[config.mk]
export PLATFORM = sky130hd
export DESIGN_NAME = micro_pipe_stage
export DESIGN_NICKNAME = d
export VERILOG_FILES = /design/src/rtl/micro_pipe_stage.sv
export SDC_FILE = /design/constraint.sdc
export NUM_CORES = 1
export LEC_CHECK = 0
export BUFFER_PORTS_ARGS = -buffer_cell sky130_fd_sc_hd__buf_2
export CORE_MARGIN = 3
export CORE_UTILIZATION = 47
export CTS_BUF_LIST = sky130_fd_sc_hd__clkbuf_4
export DETAILED_ROUTE_END_ITERATION = 16
export PLACE_DENSITY = 0.79
export SYNTH_ARGS = -nofsm -noshare
export SYNTH_HDL_FRONTEND = slang
export SYNTH_SLANG_ARGS = --single-unit
[constraint.sdc]
create_clock -name clock -period 2.3 [get_ports clock]
set_clock_uncertainty 0.2 [all_clocks]
set_input_delay 0.46 -clock clock [delete_from_list [all_inputs] [get_ports clock]]
set_output_delay 0.46 -clock clock [all_outputs]
set_load 0.02 [all_outputs]
[src/rtl/micro_pipe_stage.sv]
// micro_pipe_stage: elastic DEPTH-stage pipeline for microinstruction
// control fields with valid/ready backpressure, flush and occupancy.
module micro_pipe_stage #(
  parameter int ALU_W = 4,
  parameter int SH_W  = 2,
  parameter int C_W   = 6,
  parameter int T_W   = 7,
  parameter int DEPTH = 2
) (
  input  logic                       clock,
  input  logic                       reset,
  input  logic                       flush,
  input  logic                       in_valid,
  output logic                       in_ready,
  input  logic [ALU_W-1:0]           ALU_in,
  input  logic [SH_W-1:0]            SH_in,
  input  logic [C_W-1:0]             C_in,
  input  logic [T_W-1:0]             T_in,
  output logic                       out_valid,
  input  logic                       out_ready,
  output logic [ALU_W-1:0]           ALU_out,
  output logic [SH_W-1:0]            SH_out,
  output logic [C_W-1:0]             C_out,
  output logic [T_W-1:0]             T_out,
  output logic [$clog2(DEPTH+1)-1:0] occupancy
);
  localparam int FW = ALU_W + SH_W + C_W + T_W;
  localparam int OW = $clog2(DEPTH+1);

  logic [FW-1:0]    f_q [DEPTH];
  logic [FW-1:0]    f_d [DEPTH];
  logic [DEPTH-1:0] v_q, v_d;
  logic [OW-1:0]    occ_q, occ_d;
  logic [DEPTH-1:0] adv;
  logic             in_xfer, out_xfer, last_v;
  logic [FW-1:0]    in_f, out_f;

  assign in_f = {ALU_in, SH_in, C_in, T_in};

  // Stage k may load when the consumer takes data or any later stage has a hole.
  always_comb begin
    adv = '0;
    for (int k = 0; k < DEPTH; k++) begin
      adv[k] = out_ready;
      for (int j = k; j < DEPTH; j++) begin
        if (!v_q[j]) adv[k] = 1'b1;
      end
    end
  end

  assign last_v   = v_q[DEPTH-1];
  assign in_ready = adv[0] && !flush;
  assign in_xfer  = in_valid && in_ready;
  assign out_xfer = last_v && out_ready;

  always_comb begin
    v_d = v_q;
    f_d = f_q;
    if (adv[0]) begin
      v_d[0] = in_xfer;
      if (in_xfer) f_d[0] = in_f;
    end
    for (int k = 1; k < DEPTH; k++) begin
      if (adv[k]) begin
        v_d[k] = v_q[k-1];
        if (v_q[k-1]) f_d[k] = f_q[k-1];
      end
    end
    if (flush) v_d = '0;
  end

  always_comb begin
    occ_d = occ_q + OW'(in_xfer) - OW'(out_xfer);
    if (flush) occ_d = '0;
  end

  always_ff @(posedge clock) begin
    if (reset) begin
      v_q   <= '0;
      occ_q <= '0;
      for (int k = 0; k < DEPTH; k++) f_q[k] <= '0;
    end else begin
      v_q   <= v_d;
      occ_q <= occ_d;
      for (int k = 0; k < DEPTH; k++) f_q[k] <= f_d[k];
    end
  end

  // Empty output reads as all-zero NOP.
  assign out_f     = f_q[DEPTH-1] & {FW{last_v}};
  assign out_valid = last_v;
  assign occupancy = occ_q;
  assign {ALU_out, SH_out, C_out, T_out} = out_f;

endmodule

==> flow_summary.json, run 1 <==
{
  "worstHoldPathCells": 2,
  "num_vias": 1517,
  "cts_max_path_buffers": 2,
  "worstPathArrival_ps": 1360,
  "drive_gt1_frac": 0.241,
  "leakagePower_uw": 0.000918,
  "required_ps": 1640,
  "post-place-ws_ps": 189,
  "clockRootBuffer": "clkbuf_4",
  "mostFrequentLayoutCell": "buf_2",
  "async_reset_ff_frac": 0,
  "ctsHoldBuffers": 0,
  "antennaDiodeCount": 0,
  "io_buffers": 46,
  "crit_path_top_delay_cell": "dfxtp_1",
  "ys_ff_latch": 42,
  "ant_nets": 0,
  "slowest_delay_ps": 360,
  "syn_nets": 237,
  "gp_congestion": 0.744,
  "path_cells": "nor2b_4, buf_4, a21oi_1, buf_2",
  "cp-startpoint": "v_q[1]$_SDFFE_PP0N_",
  "setup_ws_ps": 277,
  "nets": 278,
  "ios": 47,
  "outcome": "completed",
  "post-route-drc-count": 0,
  "area_growth_pct": 16.5,
  "yosys_most_used_dff": "dfxtp_1",
  "layout_common_cells": "buf_2 (46), dfxtp_1 (42), nand2b_1 (40)",
  "crit_end": "in_ready",
  "cts_buffers": 5,
  "ys_seq_area_frac": 0.444,
  "r2r_setup_slack_ps": 460,
  "ctsHtreeMaxLevel": 2,
  "r2r_cells": 8,
  "synth.top_cell.area_share": 0.444,
  "routed_via_density": 5.04,
  "regToRegStartpoint": "v_q[1]$_SDFFE_PP0N_",
  "worst_pin_slew_ps": 523,
  "core-area_sq_mm": 0.00377,
  "yosys_warnings": 0,
  "path_class": "reg2out",
  "wl_per_cell_microns": 12.7,
  "grt_start_max_net_pins": 39,
  "cp-start-kind": "flop",
  "hold_violations": 0,
  "power.density_mw_per_mm2": 560,
  "ctsResizeCount": 0,
  "fin_crit_sh": 0.880,
  "die_width_microns": 69.5,
  "worst_ir_drop_vdd_mv": 0.266,
  "slew_headroom": 0.651,
  "synth.avg_cell_area_sq_um": 8.97,
  "endpoint_kind": "output pin",
  "clk_pin_slew_ps": 120,
  "synth_cell_type_count": 19,
  "synth.largest_area_cell": "dfxtp_1",
  "syn-cell-area_sq_mm": 0.00189,
  "synthCells": 211,
  "rows": 22,
  "max-cap-violations": 0,
  "grt_pass1_vias": 1403,
  "worst-path-max-fanout": 21,
  "max_freq_ghz": 0.494,
  "drv_slew": 0,
  "cp_num_cells": 4,
  "cp_top_family": "buffers and inverters",
  "post-dp-hpwl_mm": 2.58,
  "dr.pass1.iters": 4,
  "timing.rr.end": "occupancy[1]$_SDFF_PP0_",
  "grt_usage": 0.169,
  "die_area_sq_mm": 0.00483,
  "rsz0062_at_grt": "no",
  "start_util": 0.502,
  "cts.sinks": 42,
  "ys_top_cells_by_area": "dfxtp_1 (44%), nand2b_1 (13%), mux2i_1 (10%)",
  "grt.overflow.total": 0,
  "period_needed_ps": 2020,
  "drt_iter0_drc": 158,
  "routed_wirelength_mm": 3.81,
  "grt_pass1_wl_mm": 6.58,
  "synth-edff-count": 0,
  "setup_violations": 0,
  "post_cts_buffers": 0,
  "fin_setup_tns_ps": 0,
  "antenna_found_initial": 0,
  "crit_buf_inv": 2,
  "cts_tree": "yes",
  "clk_latency_ps": 350,
  "holdCritPathClass": "in2reg",
  "die_h_microns": 69.5
}
==> Yosys cell counts, types with 2 or more instances <==
| cell type | instances |
|---|---|
| dfxtp_1 | 42 |
| nand2b_1 | 40 |
| a21oi_1 | 21 |
| and2_1 | 20 |
| mux2i_1 | 19 |
| nand3_1 | 19 |
| o21ai_0 | 19 |
| clkbuf_1 | 10 |
| buf_2 | 6 |
| inv_1 | 3 |
| buf_6 | 2 |
| ha_1 | 2 |
| nor3_1 | 2 |
==> sequential cells by signal, indices dropped and copies added, names as in the netlist <==
signal,count
v_q,2
occupancy,2
f_q,38
==> through the flow <==
step	cell area (sq um)	hold slack (ps)	instances	power (uW)	utilization
final	2200	135	301	1230	0.585
after global routing	2200	128	301	1290	0.585
after CTS	2200	119	301	1240	0.585
after detailed placement	2150	260	293	897	0.570
after global placement	2150	254	293	894	0.570
after floorplan	1890	244	211	856	-
==> cell type report <==
| cell class | count | area [sq um] |
|---|---|---|
| multi-input combinational | 148 | 951 |
| tap | 48 | 60.1 |
| fill | 352 | 1570 |
| timing repair buffer | 52 | 288 |
| inverter | 3 | 11.3 |
| clock buffer | 5 | 37.5 |
| sequential | 42 | 841 |
| clock inverter | 3 | 16.3 |
==> report_power, final <==
group / switching [uW] / internal (uW) / leakage [uW] / total [uW]
Sequential: 11.2 / 750 / 0.000341 / 761
Combinational: 61.3 / 56.9 / 0.000548 / 118
Clock: 241 / 114 / 0.0000286 / 354
==> worst min path at each step <==
stage,start,to
finish,flush,occupancy[0]$_SDFF_PP0_
global route,flush,occupancy[0]$_SDFF_PP0_
global placement,f_q[28]$_SDFFE_PP0P_,f_q[9]$_SDFFE_PP0P_
floorplan,f_q[23]$_SDFFE_PP0P_,f_q[4]$_SDFFE_PP0P_
CTS,flush,occupancy[1]$_SDFF_PP0_
detailed placement,f_q[23]$_SDFFE_PP0P_,f_q[4]$_SDFFE_PP0P_
==> layer usage <==
layer  vias to the layer above  GRT usage  wire length [microns]
met5                         -          0                      0
met4                         0     0.0456                     42
met3                         6     0.0536                    253
met2                        44      0.252                   1660
met1                       682      0.236                   1860
li1                        785          -                      -
==> kinds of logic (layout without fill, tap and decap cells) <==
logic type                 count (synthesis)  count (layout)  synth area share
xor gates and xnor gates                   2               2           0.00925
AOI/OAI and AO/OA                         42              42             0.114
DFF                                       42              42             0.444
muxes                                     19              19             0.100
buffers and inverters                     21              63            0.0535
and+or+nand+nor                           83              83             0.265
adders and majority gates                  2               2            0.0132
Power figures use the tool's default switching activity.
==> run 2: changes to the inputs <==
--- a/config.mk
+++ b/config.mk
@@ -5,12 +5,13 @@
 export SDC_FILE = /design/constraint.sdc
 export NUM_CORES = 1
 export LEC_CHECK = 0
+export ABC_AREA = 1
 export BUFFER_PORTS_ARGS = -buffer_cell sky130_fd_sc_hd__buf_2
 export CORE_MARGIN = 3
 export CORE_UTILIZATION = 47
 export CTS_BUF_LIST = sky130_fd_sc_hd__clkbuf_4
 export DETAILED_ROUTE_END_ITERATION = 16
-export PLACE_DENSITY = 0.79
+export PLACE_DENSITY = 0.78
 export SYNTH_ARGS = -nofsm -noshare
 export SYNTH_HDL_FRONTEND = slang
 export SYNTH_SLANG_ARGS = --single-unit
==> run 2 against run 1 <==
  * Combinational power grew 40%
  * Global-route usage up 0.38 points
  * Count of clock-buffer cells in the layout grew 1
  * Setup slack improved by 68 ps
  * Worst hold slack better by 89 ps
  * Area after synthesis grew 5.4%
  * Power rose by 16%
  * Largest cell class is now flip-flops and latches
  * Largest power group unchanged
==> flow_summary.json, run 2 <==
{
  "synth_compound_area_frac": 0.0552,
  "whs_ps": 223,
  "setup_ws_ps": 345,
  "cts.sinks": 42,
  "start_util": 0.492,
  "power.density_mw_per_mm2": 610,
  "worst_ir_drop_vdd_mv": 0.254,
  "die_h_microns": 71.1,
  "leakagePower_uw": 0.00140,
  "crit_path_top_delay_cell": "dfxtp_1",
  "async_reset_ff_frac": 0,
  "drive_gt1_frac": 0.202,
  "endpoint_kind": "output pin",
  "synth_top_family_by_area": "simple AND/OR/NAND/NOR gates",
  "worstPathArrival_ps": 1300,
  "synth_cell_type_count": 16,
  "grt_usage": 0.173,
  "core-area_sq_mm": 0.00406,
  "slowest_delay_ps": 390,
  "synth-xor-area-share": 0.00878,
  "cts_max_path_buffers": 2,
  "grt_pass1_wl_mm": 7.02,
  "syn-cell-area_sq_mm": 0.00199,
  "yosys_warnings": 0,
  "antennaDiodeCount": 0,
  "cts_buffers": 5,
  "ys_top_cells_by_area": "dfxtp_1 (42%), inv_1 (12%), nand2_1 (12%)",
  "routed_via_density": 4.35,
  "required_ps": 1640,
  "synthAdderAreaFrac": 0.0125,
  "synth-edff-count": 0,
  "drt_iter0_drc": 51,
  "ctsHtreeMaxLevel": 2,
  "syn_nets": 339,
  "gp_congestion": 0.813,
  "die_width_microns": 71.1,
  "ios": 47,
  "synth_top_cells_by_count": "inv_1 (66), nand2_1 (64), nor2_1 (58), dfxtp_1 (42)",
  "post_cts_buffers": 0,
  "grt_start_max_net_pins": 40,
  "rsz0062_at_grt": "no",
  "period_needed_ps": 1960,
  "post-dp-hpwl_mm": 2.74,
  "num_vias": 1769,
  "largest_reg_flops": 38,
  "synth-simple-area-share": 0.299,
  "ys_seq_area_frac": 0.422,
  "path_class": "reg2out",
  "ant_nets": 0,
  "hold_violations": 0,
  "grt.overflow.total": 0,
  "fin_crit_sh": 0.850,
  "ctsHoldBuffers": 0,
  "ys_ff_latch": 42,
  "dr.pass1.iters": 4,
  "drv_slew": 0,
  "io_buffers": 46,
  "outcome": "completed",
  "layout_common_cells": "inv_1 (66), nand2_1 (64), nor2_1 (58)",
  "synthMostInstantiatedCell": "inv_1",
  "ctsResizeCount": 0,
  "path_cells": "buf_4, nand2_1, inv_1, buf_2",
  "antenna_found_initial": 0,
  "fin_setup_tns_ps": 0,
  "yosys_most_used_dff": "dfxtp_1",
  "clk_pin_slew_ps": 120,
  "worst_pin_slew_ps": 346,
  "cts_tree": "yes",
  "regMostFlops": "f_q",
  "post-route-drc-count": 0,
  "cp-start-kind": "flop",
  "nets": 382,
  "slew_headroom": 0.770,
  "die_area_sq_mm": 0.00506,
  "wl_per_cell_microns": 9.57,
  "synthCells": 313,
  "synth.avg_cell_area_sq_um": 6.37,
  "clockRootBuffer": "clkbuf_4",
  "max_freq_ghz": 0.511,
  "mostFrequentLayoutCell": "inv_1",
  "holdCritPathClass": "in2reg",
  "synth.largest_area_cell": "dfxtp_1",
  "worst-path-max-fanout": 21,
  "synth.top_cell.area_share": 0.422,
  "rows": 23,
  "clk_latency_ps": 360,
  "setup_violations": 0,
  "post-place-ws_ps": 384,
  "grt_pass1_vias": 1621,
  "area_growth_pct": 17.2,
  "synthMuxAreaShare": 0,
  "max-cap-violations": 0,
  "routed_wirelength_mm": 3.90
}
-- run 2: cell types whose count changed after synthesis, moves of 10 or more --
cell | before | now
a21oi_1 | 21 | 3
and2_1 | 20 | 0
clkinv_1 | 0 | 10
inv_1 | 3 | 66
mux2i_1 | 19 | 0
nand2_1 | 0 | 64
nand2b_1 | 40 | 0
nand3_1 | 19 | 0
nand4_1 | 0 | 19
nor2_1 | 0 | 58
o21ai_0 | 19 | 0
o21ai_1 | 0 | 19
-- run 2: logic make-up (layout without fill, tap and decap cells) --
group,after synthesis,count (layout)
fa+ha+maj,2,2
compound gates,22,22
buf+inv,102,146
flops,42,42
xor+xnor,2,2
simple gates,143,143
-- run 2: worst paths after layout --
check | start | end | slack, ps | cells past startpoint
hold / removal | T_in[5] | f_q[24]$_SDFFE_PP0P_ | 220 | 5
setup reg to reg | v_q[1]$_SDFFE_PP0N_ | occupancy[1]$_SDFF_PP0_ | 600 | 8
hold reg to reg | f_q[16]$_SDFFE_PP0P_ | f_q[16]$_SDFFE_PP0P_ | 300 | 2
setup / recovery | v_q[1]$_SDFFE_PP0N_ | ALU_out[3] | 340 | 4
-- run 2: metrics by stage --
step           instances  total power [uW]  instance area (sq um)   util
5_1_grt              407              1500                   2340  0.576
4_1_cts              407              1440                   2340  0.576
2_1_floorplan        313               916                   1990      -
3_3_place_gp         399               956                   2250  0.556
3_5_place_dp         399               961                   2250  0.556
6_report             407              1430                   2340  0.576
-- run 2: area by class of cell --
| cell class | instances | area, sq um |
|---|---|---|
| multi-input combinational | 169 | 749 |
| clock inverter | 2 | 37.5 |
| inverter | 85 | 319 |
| fill | 398 | 1720 |
| tap | 50 | 62.6 |
| clock buffer | 6 | 45.0 |
| timing repair buffer | 53 | 283 |
| sequential | 42 | 841 |
-- run 2: layer usage --
layer | up-vias | part of all wire | wire length, microns | GRT usage
li1 | 995 | - | - | -
met1 | 728 | 0.48 | 1870 | 0.223
met2 | 40 | 0.46 | 1780 | 0.274
met3 | 6 | 0.045 | 175 | 0.0298
met4 | 0 | 0.017 | 68 | 0.0939
met5 | - | 0 | 0 | 0
-- run 2: power by group --
| part | internal, uW | leakage (uW) | switching (uW) |
|---|---|---|---|
| Sequential | 763 | 0.000344 | 17.6 |
| Combinational | 66.0 | 0.00102 | 98.5 |
| Clock | 241 | 0.0000419 | 240 |
| Total | 1070 | 0.00140 | 356 |
-- run 2: critical path, delay by kind of cell (launching register included) --
kind | cells | cell delay [ps]
AND/OR/NAND/NOR | 1 | 80
flip-flops | 1 | 390
buffers and inverters | 3 | 450
